`config.mk`:
```
export PLATFORM = sky130hd
export DESIGN_NAME = fetch_unit
export DESIGN_NICKNAME = d
export VERILOG_FILES = /design/src/rtl/fetch_unit.sv
export SDC_FILE = /design/constraint.sdc
export NUM_CORES = 1
export LEC_CHECK = 0
export ABC_CLOCK_PERIOD_IN_PS = 3600
export BUFFER_PORTS_ARGS = -buffer_cell sky130_fd_sc_hd__buf_2
export CORE_MARGIN = 5
export CORE_UTILIZATION = 40
export DETAILED_ROUTE_END_ITERATION = 8
export PLACE_DENSITY_LB_ADDON = 0.15
export SLEW_MARGIN = 20
export SYNTH_ARGS = -nofsm -noshare
export SYNTH_HDL_FRONTEND = slang
export SYNTH_SLANG_ARGS = --single-unit
```
`constraint.sdc`:
```
create_clock -name clk -period 3.6 [get_ports clk]
set_clock_uncertainty 0.05 [all_clocks]
set_input_delay 0.72 -clock clk [delete_from_list [all_inputs] [get_ports clk]]
set_output_delay 0.72 -clock clk [all_outputs]
set_load 0.02 [all_outputs]
```
`src/rtl/fetch_unit.sv`:
```
// fetch_unit: fetch sequencer that reads PC, issues one memory read per instruction and
// latches the returned word for decode, stepping the PC once per fetched instruction.
module fetch_unit #(
  parameter int ADDR_W  = 24,
  parameter int INSTR_W = 32,
  parameter int TIMEOUT = 255
) (
  input  logic               clk,
  input  logic               rst,
  input  logic               run,
  input  logic [ADDR_W-1:0]  pc_in,
  output logic [1:0]         pc_handle,
  output logic               mem_req_valid,
  output logic [ADDR_W-1:0]  mem_req_addr,
  input  logic               mem_req_ready,
  input  logic               mem_rsp_valid,
  input  logic [INSTR_W-1:0] mem_rsp_data,
  output logic               ir_valid,
  output logic [INSTR_W-1:0] ir_data,
  output logic [ADDR_W-1:0]  ir_pc,
  input  logic               ir_ready,
  output logic               fault
);
  localparam int CW = $clog2(TIMEOUT + 1);
  localparam logic [CW-1:0] LAST = CW'(TIMEOUT - 1);
  localparam logic [CW-1:0] MAX  = CW'(TIMEOUT);
  typedef enum logic [2:0] {IDLE, REQ, WAIT, HOLD, FAULT} state_t;
  state_t state_q, state_d;
  logic [ADDR_W-1:0] addr_q, addr_d, ir_pc_q, ir_pc_d;
  logic [INSTR_W-1:0] ir_data_q, ir_data_d;
  logic ir_valid_q, ir_valid_d;
  logic [CW-1:0] cnt_q, cnt_d;
  always_comb begin
    state_d    = state_q;
    addr_d     = addr_q;
    ir_pc_d    = ir_pc_q;
    ir_data_d  = ir_data_q;
    ir_valid_d = ir_valid_q;
    cnt_d      = cnt_q;
    case (state_q)
      IDLE: begin
        state_d = run ? REQ : IDLE;
        addr_d  = run ? pc_in : addr_q;
      end
      REQ: begin
        state_d = mem_req_ready ? WAIT : REQ;
        cnt_d   = mem_req_ready ? '0 : cnt_q;
      end
      // a response on the last allowed cycle takes priority over the timeout
      WAIT: begin
        if (mem_rsp_valid) begin
          state_d    = HOLD;
          ir_data_d  = mem_rsp_data;
          ir_pc_d    = addr_q;
          ir_valid_d = 1'b1;
        end else begin
          state_d = (cnt_q >= LAST) ? FAULT : WAIT;
          cnt_d   = (cnt_q == MAX) ? cnt_q : cnt_q + CW'(1);
        end
      end
      HOLD: begin
        state_d    = ir_ready ? (run ? REQ : IDLE) : HOLD;
        addr_d     = (ir_ready && run) ? pc_in : addr_q;
        ir_valid_d = ir_ready ? 1'b0 : ir_valid_q;
      end
      default: begin
        state_d    = FAULT;
        ir_valid_d = 1'b0;
      end
    endcase
  end
  always_ff @(posedge clk or posedge rst) begin
    if (rst) begin
      state_q    <= IDLE;
      addr_q     <= '0;
      ir_pc_q    <= '0;
      ir_data_q  <= '0;
      ir_valid_q <= 1'b0;
      cnt_q      <= '0;
    end else begin
      state_q    <= state_d;
      addr_q     <= addr_d;
      ir_pc_q    <= ir_pc_d;
      ir_data_q  <= ir_data_d;
      ir_valid_q <= ir_valid_d;
      cnt_q      <= cnt_d;
    end
  end
  assign pc_handle     = {1'b0, state_q == WAIT && mem_rsp_valid};
  assign mem_req_valid = state_q == REQ;
  assign mem_req_addr  = addr_q;
  assign ir_valid      = ir_valid_q;
  assign ir_data       = ir_data_q;
  assign ir_pc         = ir_pc_q;
  assign fault         = state_q == FAULT;
endmodule

```
==> Word level (Yosys, flattened, before mapping) <==
Cells that the tools add are included.
Widths: inputs -> output; s select.
{ "totals": {"out_inout_bits": 85, "wordCells": 47, "in_bits": 62, "reg_bits": 92} }
{ "classes": {"n_addsub": 1, "reduce_logical": 10, "mux": 16, "bitwise_logic": 1, "eq_ne": 12, "magnitude_cmp": 1} }
{ "ops": {"columns": ["cell", "n"], "rows": [
  ["$mux 24", 2],
  ["$pmux 24 s2", 1],
  ["$mux 8", 3],
  ["$pmux 8 s2", 1],
  ["$ne 2x2->1 const B", 6],
  ["$pmux 3 s4", 1],
  ["$add 8x1->8 const B", 1],
  ["$eq 8x8->1 const B", 1],
  ["$ge 8x8->1 const B", 1],
  ["$eq 3x2->1 const B", 2],
  ["$mux 3", 2],
  ["$reduce_and 3->1", 2],
  ["$mux 2", 2],
  ["$reduce_and 4->1", 1],
  ["$reduce_bool 2->1", 2],
  ["$eq 3x1->1 const B", 1],
  ["$eq 3x3->1 const B", 1],
  ["$logic_not 3->1", 1],
  ["$mux 1", 3],
  ["$pmux 1 s3", 1],
  ["$logic_and 1x1->1", 2],
  ["$ne 2x1->1 const B", 1],
  ["$reduce_and 2->1", 1],
  ["$reduce_or 2->1", 1],
  ["$not 1->1", 1]
]} }

==> Depth between registers and ports, before layout <==
Gate-level depths: netlist (run 1).
{ "depth": {"word_depth": 4, "ltp_mapped": 6} }

==> Worst setup path before layout (run 1) <==
OpenSTA, ideal clock, no wires.
{ "synth_path": {"kind": "reg2out", "start": "reg state_q[2]", "end": "out pc_handle[0]", "stages_incl_launch_ff": 6, "setup_slack_ns": 1.735, "t_arrival_ns": 1.095, "path_buffers": 2, "path_cell_list": "dfrtp_1 > buf_6 > nor3b_2 > nand2_2 > inv_4 > buf_6"} }
{ "synth_between": {"elab_chain_cells": 2} }
{ "synth_rtl": {"columns": ["item", "line", "source"], "rows": [
  ["start, declared", "28", "state_t state_q, state_d;"],
  ["start signal, assigned", "81", "state_q <= state_d;"],
  ["$eq 3x2->1", "89", "assign pc_handle = {1'b0, state_q == WAIT && mem_rsp_valid};"],
  ["$logic_and 1x1->1", "89", null],
  ["end, declared", "12", "output logic [1:0] pc_handle,"]
]} }
Every way passes these cells.

==> Final worst setup path (run 1) <==
{ "layout_path": {"start": "reg state_q[0]", "end": "out mem_req_valid"} }
{ "layout_between": {"elab_chain_cells": 1} }
{ "layout_rtl": {"columns": ["item", "line", "source"], "rows": [
  ["$eq 3x1->1", "90", "assign mem_req_valid = state_q == REQ;"],
  ["end, declared", "13", "output logic mem_req_valid,"]
]} }
Every way passes these cells.

==> flow_metrics.tcl, run 1 <==
set metrics [dict create \
    dieArea_um2 11500 \
    seqCellArea_um2 2300 \
    viasPerCell 4.71 \
    drc 0 \
    numCtsBuffers 9 \
    clock-sinks 92 \
    worstPathRequired_ns 2.83 \
    root_buffer "clkbuf_8" \
    finalNetCount 462 \
    start_util_pct 41.0 \
    crit_chain "inv_1 > or3_1 > inv_1 > buf_2" \
    rsz0062_at_grt "false" \
    drt-initial-drc-count 119 \
    yosys_warnings 0 \
    cts.path.max_buffers 2 \
    multi_input_area_um2 1330 \
    period_needed_ns 2.41 \
    htreeDepth 3 \
    crit_path_start_kind "register" \
    area_growth_pct 26.2 \
    drv_slew 0 \
    grt_pass1_wl_mm 12.8 \
    grt_use_total_pct 14.0 \
    powerDensity_nw_per_um2 938 \
    setup_viol 0 \
    worstSetupPathType "reg -> out" \
    final_hold_viol_count 0 \
    ios 147 \
    layout_commonest_cell "buf_2" \
    grt_start_max_net_pins 75 \
    worstSkewPairLatency_ns 0.34 \
    wirelength_mm 7.88 \
    fillers 854 \
    critPathCaptureType "primary output" \
    rows 35 \
    gp_congestion 0.759 \
    fp.dieW_um 107 \
    num_antenna_cells 0 \
    synth_edf_count 0 \
    leakage_nw 2.35 \
    power_mw 4.49 \
    grt_overflow 0 \
    syn_inst 251 \
    layout-drive-gt1-share_pct 62.1 \
    port_buffers 145 \
    synth_cell_types 39 \
    async_reset_ff_share_pct 100 \
    hpwl_mm 5.83 \
    path_clk_slew_ns 0.09 \
    tightest_slew_ns 0.790 \
    grt_pass1_vias 2586 \
    hold_path.class "in -> async" \
    fmax_mhz 414 \
    worst_slack_ns 1.19 \
    mostFrequentLayoutCells "buf_2 (145), dfrtp_1 (92), mux2_2 (78), clkbuf_8 (9)" \
    die_h_um 107 \
    cts_resized 0 \
    syn_area_um2 3790 \
    synth-seq-cells 92 \
    place_ws_ns 1.30 \
    fin_util_pct 51.8 \
    ant_nets 0 \
    worstPathMaxFanout 9 \
    wire_per_inst_um 14.9 \
    period_share_pct 67.1 \
    ir_drop_uv 375 \
    path_common_cell "inv_1" \
    syn-mean-instance-area_um2 15.1 \
    ys.flop_type "dfrtp_1" \
    cts_tree "built" \
    firstDrtPassIters 4 \
    antenna_found_initial 0 \
    syn_nets 315 \
    synth_seq_area_share_pct 60.7 \
    core_um2 9240 \
    setup_tns_ns 0 \
    num_vias 2497 \
    slowest_stage "dfrtp_1" \
    postCtsSetupBuffers 0 \
    relSlewSlack_pct 47.2 \
    cpPeakStageDelay_ns 0.55 \
    hold_buffers 0 \
    arrival_ns 1.64 \
    status "finished, final reports clean" \
    maxCapViolations 0 \
]
[synthesized netlist by cell type, types with 2 or more instances]
library cell	instances	area share, %
nor2_1	3	0.30
a31o_2	2	0.46
inv_1	9	0.89
and3_1	8	1.3
nand2_1	5	0.49
ha_1	2	0.66
mux2i_1	4	1.1
buf_4	5	0.99
nand4_1	4	0.66
nand2b_1	2	0.33
buf_6	7	2.1
o2111ai_1	2	0.46
a21o_1	2	0.40
mux2_2	78	23
mux2_1	2	0.59
dfrtp_1	92	61
a21oi_1	2	0.26
[flip-flops by register name, indices dropped and copies added, names as in the netlist]
name	cells
ir_valid	1
mem_req_addr	24
cnt_q	8
state_q	3
ir_pc	24
ir_data	32
[cell type report]
class                   count  share of cell area, %
clock buffers               9                   2.59
well taps                 129                   3.37
repair buffers            148                   15.9
multi-input cells         137                   27.9
flip-flops and latches     92                   48.1
inverters                  10                  0.863
clock inverters             5                   1.33
[layer usage]
layer | GRT usage (%) | wire, um | up-vias
li1 | - | - | 1192
met1 | 17.2 | 3270 | 1226
met2 | 22.6 | 3900 | 75
met3 | 5.04 | 640 | 4
met4 | 5.14 | 63 | 0
met5 | 0 | 0 | -
[critical path: cells and delay by family, from the launching register on]
kind / cells / cell delay, ns
and+or+nand+nor: 1 / 0.38
DFF: 1 / 0.55
buffers and inverters: 3 / 0.37
[logic make-up after synthesis]
family / synth area share, %
buffers and inverters: 4.12
adder cells (fa/ha/maj): 0.660
multiplexers: 24.8
other: 0.0989
AND/OR/NAND/NOR: 6.04
AO/OA/AOI/OAI: 3.56
flip-flops: 60.7
[stage by stage]
step	area, um^2	hold WS, ns	cells
2_1_floorplan	3790	0.448	251
3_3_place_gp	4600	0.433	516
3_5_place_dp	4600	0.440	516
4_1_cts	4790	0.256	530
5_1_grt	4790	0.269	530
6_report	4790	0.260	530
[power breakdown]
group | leakage [nW] | internal, mW | switching (mW)
registers | 1.11 | 1.52 | 0.293
logic | 1.16 | 0.878 | 1.12
clock network | 0.0853 | 0.318 | 0.355
[final timing paths]
kind / startpoint / to / slack [ns] / cells after the start
setup reg to reg: state_q[0] / mem_req_addr[18] / 1.56 / 3
max in group asynchronous: rst / cnt_q[0] / 2.54 / 3
min in group clk: ir_pc[6] / ir_pc[6] / 0.46 / 1
setup / recovery: state_q[0] / mem_req_valid / 1.19 / 4
hold reg to reg: ir_pc[6] / ir_pc[6] / 0.46 / 1
hold / removal: rst / ir_data[7] / 0.26 / 2
(Power assumes the default switching activity.)
==> run 2: changes to the inputs <==
- ABC_CLOCK_PERIOD_IN_PS: 3600 -> 2370
- clock period: 3.6 -> 2.37 ns (I/O delays scaled with it)
==> flow_metrics.tcl, run 2 (synthesis results as in run 1) <==
set metrics [dict create \
    status "finished, final reports clean" \
    num_antenna_cells 0 \
    powerDensity_nw_per_um2 1420 \
    r2r_start "state_q[1]" \
    grt_pass1_vias 2644 \
    grt_pass1_wl_mm 13.0 \
    setup_viol 0 \
    fmax_mhz 447 \
    critPathCaptureType "primary output" \
    rows 35 \
    hpwl_mm 5.71 \
    fp.dieW_um 107 \
    mostFrequentLayoutCells "buf_2 (145), dfrtp_1 (92), mux2_2 (78), clkbuf_8 (9)" \
    crit_buf_inv 2 \
    rr_worst_depth 5 \
    ios 147 \
    hold_path.class "in -> async" \
    clock-sinks 92 \
    firstDrtPassIters 4 \
    dieArea_um2 11500 \
    worst_slack_ns 0.133 \
    place_ws_ns 0.490 \
    slowest_stage "dfrtp_1" \
    largest_reg_flops 32 \
    htreeDepth 3 \
    period_needed_ns 2.24 \
    hold_buffers 0 \
    worstPathRequired_ns 1.85 \
    wirelength_mm 7.97 \
    finalNetCount 463 \
    hold_slack_ns 0.194 \
    leakage_nw 2.35 \
    worstSetupPathType "reg -> out" \
    cpPeakStageDelay_ns 0.55 \
    worstSkewPairLatency_ns 0.35 \
    grt_overflow 0 \
    port_buffers 145 \
    tightest_slew_ns 0.599 \
    area_growth_pct 26.9 \
    worstPathMaxFanout 17 \
    grt_start_max_net_pins 93 \
    crit_family "flip-flops" \
    drv_slew 0 \
    period_share_pct 94.4 \
    relSlewSlack_pct 59.9 \
    r2r_end "ir_data[25]" \
    r2r_slack_ns 0.51 \
    viasPerCell 4.71 \
    root_buffer "clkbuf_8" \
    start_util_pct 41.0 \
    crit_path_start_kind "register" \
    maxCapViolations 0 \
    fillers 854 \
    layout_commonest_cell "buf_2" \
    ant_nets 0 \
    path_clk_slew_ns 0.09 \
    arrival_ns 1.71 \
    crit_chain "nor3b_2 > nand2_2 > inv_4 > buf_2" \
    gp_congestion 0.728 \
    cts_resized 0 \
    cts_tree "built" \
    rsz0062_at_grt "false" \
    grt_use_total_pct 14.1 \
    final_cell_count_no_fill 532 \
    num_vias 2506 \
    die_h_um 107 \
    postCtsSetupBuffers 0 \
    placed_cells 517 \
    power_mw 6.84 \
    final_hold_viol_count 0 \
    wire_per_inst_um 15.0 \
    layout-drive-gt1-share_pct 62.0 \
    drt-initial-drc-count 42 \
    final_cell_area_um2 4810 \
    ir_drop_uv 731 \
    placedInstanceArea_um2 4620 \
    fin_util_pct 52.1 \
    drc 0 \
    cts.path.max_buffers 2 \
    antenna_found_initial 0 \
    numCtsBuffers 9 \
    core_um2 9240 \
    setup_tns_ns 0 \
]
## run 2: power breakdown
part	switching (mW)	internal, mW
clock	0.537	0.486
sequential	0.437	2.32
combinational	1.72	1.35
## run 2: worst max path at each step
stage / startpoint / end / slack (ns) / cells past startpoint
after global routing: state_q[1] / pc_handle[0] / 0.01 / 4
after detailed placement: state_q[1] / pc_handle[0] / 0.49 / 4
after floorplan: state_q[2] / pc_handle[0] / 0.75 / 5
after global placement: state_q[1] / pc_handle[0] / 0.52 / 4
final: state_q[1] / pc_handle[0] / 0.13 / 4
after CTS: state_q[1] / pc_handle[0] / 0.09 / 4
## run 2: final cells by class
class                      count  area, um^2  area share, %
sequential                    92        2300           47.9
multi-input combinational    137        1330           27.7
timing repair buffer         149         781           16.2
tap                          129         161           3.36
clock buffer                  10         128           2.65
clock inverter                 5        61.3           1.27
inverter                      10        43.8          0.910
## run 2: per-layer routing
metal	wire length (um)	vias to the layer above	GRT usage, %
met5	0	-	0
met4	43	0	3.43
met3	757	4	6.18
met2	3830	85	22.8
met1	3340	1228	17.4
li1	-	1189	-
## run 2: worst reg2reg max path, cell delays in order (launching register included)
cell     delay [ns]
dfrtp_1        0.55
nor3b_2        0.27
nand2_2        0.10
inv_4          0.21
buf_12         0.21
mux2_2         0.34
